File: config.mk
export PLATFORM = sky130hd
export DESIGN_NAME = mouse_tracker
export DESIGN_NICKNAME = d
export VERILOG_FILES = /design/src/rtl/duckhunt_pkg.sv /design/src/rtl/axis_accum.sv /design/src/rtl/mouse_tracker.sv
export SDC_FILE = /design/constraint.sdc
export NUM_CORES = 1
export LEC_CHECK = 0
export BUFFER_PORTS_ARGS = -buffer_cell sky130_fd_sc_hd__buf_4
export CORE_ASPECT_RATIO = 0.8
export CORE_MARGIN = 10
export CORE_UTILIZATION = 45
export DETAILED_ROUTE_END_ITERATION = 6
export GPL_TIMING_DRIVEN = 0
export SYNTH_ARGS = -nofsm -noshare
export SYNTH_HDL_FRONTEND = slang
export SYNTH_SLANG_ARGS = --single-unit
File: constraint.sdc
create_clock -name Clk -period 3.03 [get_ports Clk]
set_clock_uncertainty 0.05 [all_clocks]
set_input_delay 0.606 -clock Clk [delete_from_list [all_inputs] [get_ports Clk]]
set_output_delay 0.606 -clock Clk [all_outputs]
set_load 0.005 [all_outputs]
File: src/rtl/duckhunt_pkg.sv
// Shared types and constants for the Duck Hunt mouse front end:
// packet FSM states, screen geometry and PS/2 status-byte field positions.
package duckhunt_pkg;

    localparam int SCREEN_W = 640;
    localparam int SCREEN_H = 480;

    localparam int LEFT_BIT   = 0;
    localparam int RIGHT_BIT  = 1;
    localparam int MIDDLE_BIT = 2;
    localparam int SYNC_BIT   = 3;
    localparam int X_SIGN_BIT = 4;
    localparam int Y_SIGN_BIT = 5;
    localparam int X_OVF_BIT  = 6;
    localparam int Y_OVF_BIT  = 7;

    typedef enum logic [1:0] {
        WAIT_B0,
        WAIT_B1,
        WAIT_B2
    } mouse_state_t;

    // Status byte with the always-one sync bit dropped.
    typedef struct packed {
        logic y_ovf;
        logic x_ovf;
        logic y_sign;
        logic x_sign;
        logic middle;
        logic right;
        logic left;
    } status_t;

    function automatic status_t decode_status(input logic [7:0] b);
        status_t s;
        s.y_ovf  = b[Y_OVF_BIT];
        s.x_ovf  = b[X_OVF_BIT];
        s.y_sign = b[Y_SIGN_BIT];
        s.x_sign = b[X_SIGN_BIT];
        s.middle = b[MIDDLE_BIT];
        s.right  = b[RIGHT_BIT];
        s.left   = b[LEFT_BIT];
        return s;
    endfunction

endpackage

File: src/rtl/axis_accum.sv
// One cursor axis: position +/- signed 9-bit delta, clamped to [0, MAX].
// Purely combinational; the caller registers the result.
module axis_accum #(
    parameter int MAX = 639
) (
    input  logic [9:0]        pos_i,
    input  logic signed [8:0] delta_i,
    input  logic              sub_i,
    output logic [9:0]        pos_o
);

    localparam logic [9:0] MAX_P = 10'(MAX);

    logic signed [11:0] pos_ext;
    logic signed [11:0] delta_ext;
    logic signed [11:0] sum;

    // 12 bits covers -256..(1023+256), so the clamp tests cannot wrap.
    always_comb begin
        pos_ext   = signed'({2'b00, pos_i});
        delta_ext = signed'({{3{delta_i[8]}}, delta_i});
        sum       = sub_i ? (pos_ext - delta_ext) : (pos_ext + delta_ext);
        if (sum[11]) begin
            pos_o = 10'd0;
        end else if (sum > signed'({2'b00, MAX_P})) begin
            pos_o = MAX_P;
        end else begin
            pos_o = sum[9:0];
        end
    end

endmodule

File: src/rtl/mouse_tracker.sv
// Assembles 3-byte PS/2 mouse packets and applies them to a clamped absolute
// cursor, button state and left-click counter.
module mouse_tracker
    import duckhunt_pkg::*;
#(
    parameter int X_MAX          = SCREEN_W - 1,
    parameter int Y_MAX          = SCREEN_H - 1,
    parameter int X_INIT         = 320,
    parameter int Y_INIT         = 240,
    parameter int TIMEOUT_CYCLES = 50000
) (
    input  logic       Clk,
    input  logic       Reset,
    input  logic       byte_valid,
    input  logic [7:0] byte_data,
    output logic [9:0] mouseX,
    output logic [9:0] mouseY,
    output logic [7:0] mouseButton,
    output logic [7:0] click_count,
    output logic       packet_valid
);

    localparam int             CNT_W    = $clog2(TIMEOUT_CYCLES);
    localparam logic [CNT_W-1:0] CNT_LAST = CNT_W'(TIMEOUT_CYCLES - 1);

    mouse_state_t     state_q, state_d;
    logic [CNT_W-1:0] cnt_q, cnt_d;
    status_t          status_q, status_d;
    logic [7:0]       dx_lo_q, dx_lo_d;
    logic [9:0]       x_q, x_d;
    logic [9:0]       y_q, y_d;
    logic [7:0]       btn_q, btn_d;
    logic [7:0]       clicks_q, clicks_d;
    logic             pv_q, pv_d;

    logic signed [8:0] dx;
    logic signed [8:0] dy;
    logic [9:0]        x_next;
    logic [9:0]        y_next;

    // Overflowed axes contribute no movement; byte 2 feeds dy straight from the bus.
    assign dx = status_q.x_ovf ? 9'sd0 : signed'({status_q.x_sign, dx_lo_q});
    assign dy = status_q.y_ovf ? 9'sd0 : signed'({status_q.y_sign, byte_data});

    axis_accum #(.MAX(X_MAX)) u_x_accum (
        .pos_i   (x_q),
        .delta_i (dx),
        .sub_i   (1'b0),
        .pos_o   (x_next)
    );

    // PS/2 Y is positive-up while screen Y grows downward, hence subtract.
    axis_accum #(.MAX(Y_MAX)) u_y_accum (
        .pos_i   (y_q),
        .delta_i (dy),
        .sub_i   (1'b1),
        .pos_o   (y_next)
    );

    // NOTE: every _d gets a default before the case, so no path can infer a latch.
    always_comb begin
        state_d  = state_q;
        cnt_d    = cnt_q;
        status_d = status_q;
        dx_lo_d  = dx_lo_q;
        x_d      = x_q;
        y_d      = y_q;
        btn_d    = btn_q;
        clicks_d = clicks_q;
        pv_d     = 1'b0;

        unique case (state_q)
            WAIT_B0: begin
                cnt_d = '0;
                if (byte_valid && byte_data[SYNC_BIT]) begin
                    status_d = decode_status(byte_data);
                    state_d  = WAIT_B1;
                end
            end
            WAIT_B1: begin
                if (byte_valid) begin
                    dx_lo_d = byte_data;
                    cnt_d   = '0;
                    state_d = WAIT_B2;
                end else if (cnt_q == CNT_LAST) begin
                    cnt_d   = '0;
                    state_d = WAIT_B0;
                end else begin
                    cnt_d = cnt_q + 1'b1;
                end
            end
            WAIT_B2: begin
                if (byte_valid) begin
                    x_d   = x_next;
                    y_d   = y_next;
                    btn_d = {5'b0, status_q.middle, status_q.right, status_q.left};
                    if (!btn_q[LEFT_BIT] && status_q.left) begin
                        clicks_d = clicks_q + 8'd1;
                    end
                    pv_d    = 1'b1;
                    cnt_d   = '0;
                    state_d = WAIT_B0;
                end else if (cnt_q == CNT_LAST) begin
                    cnt_d   = '0;
                    state_d = WAIT_B0;
                end else begin
                    cnt_d = cnt_q + 1'b1;
                end
            end
            default: begin
                cnt_d   = '0;
                state_d = WAIT_B0;
            end
        endcase
    end

    // NOTE: state uses non-blocking assignments; reset here is synchronous, so it is just the first branch.
    always_ff @(posedge Clk) begin
        if (Reset) begin
            state_q  <= WAIT_B0;
            cnt_q    <= '0;
            status_q <= '0;
            dx_lo_q  <= '0;
            x_q      <= 10'(X_INIT);
            y_q      <= 10'(Y_INIT);
            btn_q    <= '0;
            clicks_q <= '0;
            pv_q     <= 1'b0;
        end else begin
            state_q  <= state_d;
            cnt_q    <= cnt_d;
            status_q <= status_d;
            dx_lo_q  <= dx_lo_d;
            x_q      <= x_d;
            y_q      <= y_d;
            btn_q    <= btn_d;
            clicks_q <= clicks_d;
            pv_q     <= pv_d;
        end
    end

    assign mouseX       = x_q;
    assign mouseY       = y_q;
    assign mouseButton  = btn_q;
    assign click_count  = clicks_q;
    assign packet_valid = pv_q;

endmodule

==> results.yml <==
logic_synthesis:
  ys_seq_elements: 65
  syn_area_mm2: 0.00389
  avgSynthCellArea_um2: 8.45
  synth_cells: 460
  synthArstFlopShare_pct: 0
  synth-edff-count: 0
  ys_top_cells_by_area: "dfxtp_1 (33%), ha_1 (9.3%), a21oi_1 (5.4%), nor2_1 (4.5%), nand2_1 (4.1%)"
  synth_top_cell_by_area: "dfxtp_1"
  ys_warn_count: 0
  synth_cell_types: 64
  ys.flop_type: "dfxtp_1"
  yosysSeqAreaShare_pct: 33.5
  synth_top_area_share_pct: 33.5
timing:
  hold_slack_ns: 0.402
  rsz0062_at_grt: "no"
  hold_violations: 0
  min_period_ns: 2.86
  max_freq_ghz: 0.349
  final.period_utilization_pct: 94.5
  relSlewSlack_pct: 46.5
  setup-violations-final: 0
  worst_slew_pin_slew_ns: 0.799
  maxSlewViolCount: 0
clocking:
  clkTransAtPathRegs_ns: 0.07
  cts_hold_buf: 0
  htreeDepth: 3
  cts_made_buffers: 9
  clock_latency_ns: 0.34
  cts_tree: "built"
  cts_root_buf: "clkbuf_8"
  clock_sinks: 65
  clockBufferDepth: 2
global_route:
  grtUsageMet2_pct: 25.9
  grt_max_degree: 11
  grt_pass1_wl_um: 15900
  first_global_vias: 3280
  top_usage_layer: "met2"
  grt_util_met1_pct: 19.3
  grt_usage_pct: 15.5
  antenna_found_initial: 0
  met3_usage_pct: 3.72
  grt_overflow: 0
die:
  dieArea_mm2: 0.0128
  rows: 30
  die_h_um: 103
  pin_count: 48
  core_area_mm2: 0.00845
  die_x_um: 124
  initial_core_util_pct: 46.0
power:
  power.density_mw_per_mm2: 430
  p_leak_nw: 1.93
  ir_drop_v: 0.000196
setup_path:
  slowest_stage: "o31ai_4"
  cp-startpoint: "status_q[6]$_SDFFE_PP0P_"
  crit_path_end: "mouseY[8]$_SDFFE_PP0P_"
  critical_path.top_delay_family: "compound AO/OA/AOI/OAI gates"
  cp.depth: 10
  rr_worst_depth: 10
  r2r_slack_ns: 0.17
  crit_type: "register to register"
  critPathMaxStageDelay_ns: 0.42
  required_ns: 3.19
  crit_fanout: 10
  arrival_ns: 3.03
  cpMostUsedCell: "a21o_1"
  rr_startpoint: "status_q[6]$_SDFFE_PP0P_"
  r2r_end: "mouseY[8]$_SDFFE_PP0P_"
  cp_num_buf_inv: 1
  cp_cell_sequence: "clkbuf_1, nand2b_1, ha_1, o211ai_1, a21o_1, and2_4, o31ai_4, a32o_1, a21o_1, a32oi_1"
  cp-start-kind: "register"
  end_kind: "register"
final_layout:
  syn2layout_area_growth_pct: 18.8
  layout_commonest_cell: "dfxtp_1"
  drive_above_1_share_pct: 15.7
  utilization_pct: 54.7
  final_cell_mix: "dfxtp_1 (64), buf_4 (48), nor2_1 (47)"
  final_nets: 560
  final_cells: 634
  fillers: 819
  antennaDiodeCount: 0
routing:
  drc: 0
  routed_wl_um: 9620
  num_vias: 3392
  drtIter0Drc: 248
  routedWlPerCell_um: 15.2
  first_pass_iters: 4
  ant_nets: 0
  drt-vias-per-instance: 5.35
placement:
  gp_congestion: 0.916
  dp_hpwl_um: 7430
  io_buffer_count: 41
  place_inst: 617
job:
  max-cap-violations: 0
hold_path:
  min_path_type: "register to register"
outcome:
  outcome: "complete, no violations"
registers in the layout (all words and copies together), names as in the netlist:
name	flops
mouseX	10
status_q	7
mouseButton	3
mouseY	10
click_count	8
packet_valid	1
cnt_q	16
dx_lo_q	8
state_q	2
area by class of cell:
cell class | count | area (um2) | area share (%)
multi-input cells | 366 | 2490 | 54.1
flip-flops and latches | 65 | 1300 | 28.2
repair buffers | 43 | 323 | 6.99
clock buffers | 12 | 145 | 3.14
well taps | 112 | 140 | 3.04
plain buffers | 17 | 85.1 | 1.84
clock inverters | 3 | 65.1 | 1.41
inverters | 16 | 60.1 | 1.30
worst reg2reg max path: stages (launching register included):
cell      delay (ns)
dfxtp_1         0.30
clkbuf_1        0.18
nand2b_1        0.23
ha_1            0.37
o211ai_1        0.14
a21o_1          0.19
and2_4          0.15
o31ai_4         0.42
a32o_1          0.33
a21o_1          0.25
a32oi_1         0.14
report_power, final:
group	internal [W]	switching [W]	total, W
sequential	0.000867	0.00000981	0.000877
clock	0.000481	0.000321	0.000801
combinational	0.000125	0.000180	0.000305
metal layers:
metal | vias to the layer above | wire (um) | share of wire, %
li1 | 1751 | - | -
met5 | - | 0 | 0
met2 | 48 | 4420 | 46
met3 | 13 | 427 | 4.4
met4 | 0 | 125 | 1.3
met1 | 1580 | 4650 | 48
worst min path at each step:
stage | start | to | cells after the start
3_3_place_gp | dx_lo_q[6]$_SDFFE_PP0P_ | dx_lo_q[6]$_SDFFE_PP0P_ | 2
6_report | status_q[2]$_SDFFE_PP0P_ | mouseButton[2]$_SDFFE_PP0P_ | 2
2_1_floorplan | status_q[1]$_SDFFE_PP0P_ | mouseButton[1]$_SDFFE_PP0P_ | 2
5_1_grt | dx_lo_q[6]$_SDFFE_PP0P_ | dx_lo_q[6]$_SDFFE_PP0P_ | 2
4_1_cts | status_q[2]$_SDFFE_PP0P_ | mouseButton[2]$_SDFFE_PP0P_ | 2
3_5_place_dp | status_q[2]$_SDFFE_PP0P_ | mouseButton[2]$_SDFFE_PP0P_ | 2
metrics by stage:
step                      total power [W]  TNS, ns  area, um2  worst slack (ns)
after floorplan                   0.00111        0       3900             0.359
after global placement            0.00118    -1.81       4350            -0.281
after detailed placement          0.00118    -1.72       4350            -0.266
after CTS                         0.00199        0       4570            0.0349
after global routing              0.00208        0       4620            0.0169
final                             0.00198        0       4620             0.166
cells in the mapped netlist (3+ instances only):
library cell / number
and3_1: 5
dfxtp_1: 65
and2_1: 5
nor2b_1: 13
or4b_2: 3
nor3b_1: 3
a22oi_1: 3
a21o_1: 7
clkbuf_1: 10
a21oi_1: 42
xnor2_1: 12
o211ai_1: 4
mux2i_1: 9
a32o_1: 4
xor2_1: 18
a32oi_1: 4
o21ai_0: 11
buf_4: 5
nand2_1: 42
nand2b_1: 14
o221a_1: 4
inv_1: 16
a31oi_1: 3
ha_1: 29
nor3_1: 5
o21a_1: 3
nor2_1: 47
or3_1: 3
nand4_1: 6
nand3_1: 24
cell families (layout without fill, tap and decap cells):
logic type	Yosys count	count (layout)	share of synthesized area, %
adder cells (fa/ha/maj)	31	31	10.4
multiplexers	9	9	2.32
buffers and inverters	33	91	3.73
AO/OA/AOI/OAI	108	108	19.2
flip-flops	65	65	33.5
AND/OR/NAND/NOR	182	182	23.6
XOR/XNOR	31	31	7.18
other	1	5	0.0965
repair_timing:
action,CTS,global route
cloned,0,0
endpoints found under the setup margin,3,17
hold endpoints to repair,0,0
gates resized for setup,0,8
buffers inserted,2,0
Power figures use the tool's default switching activity.
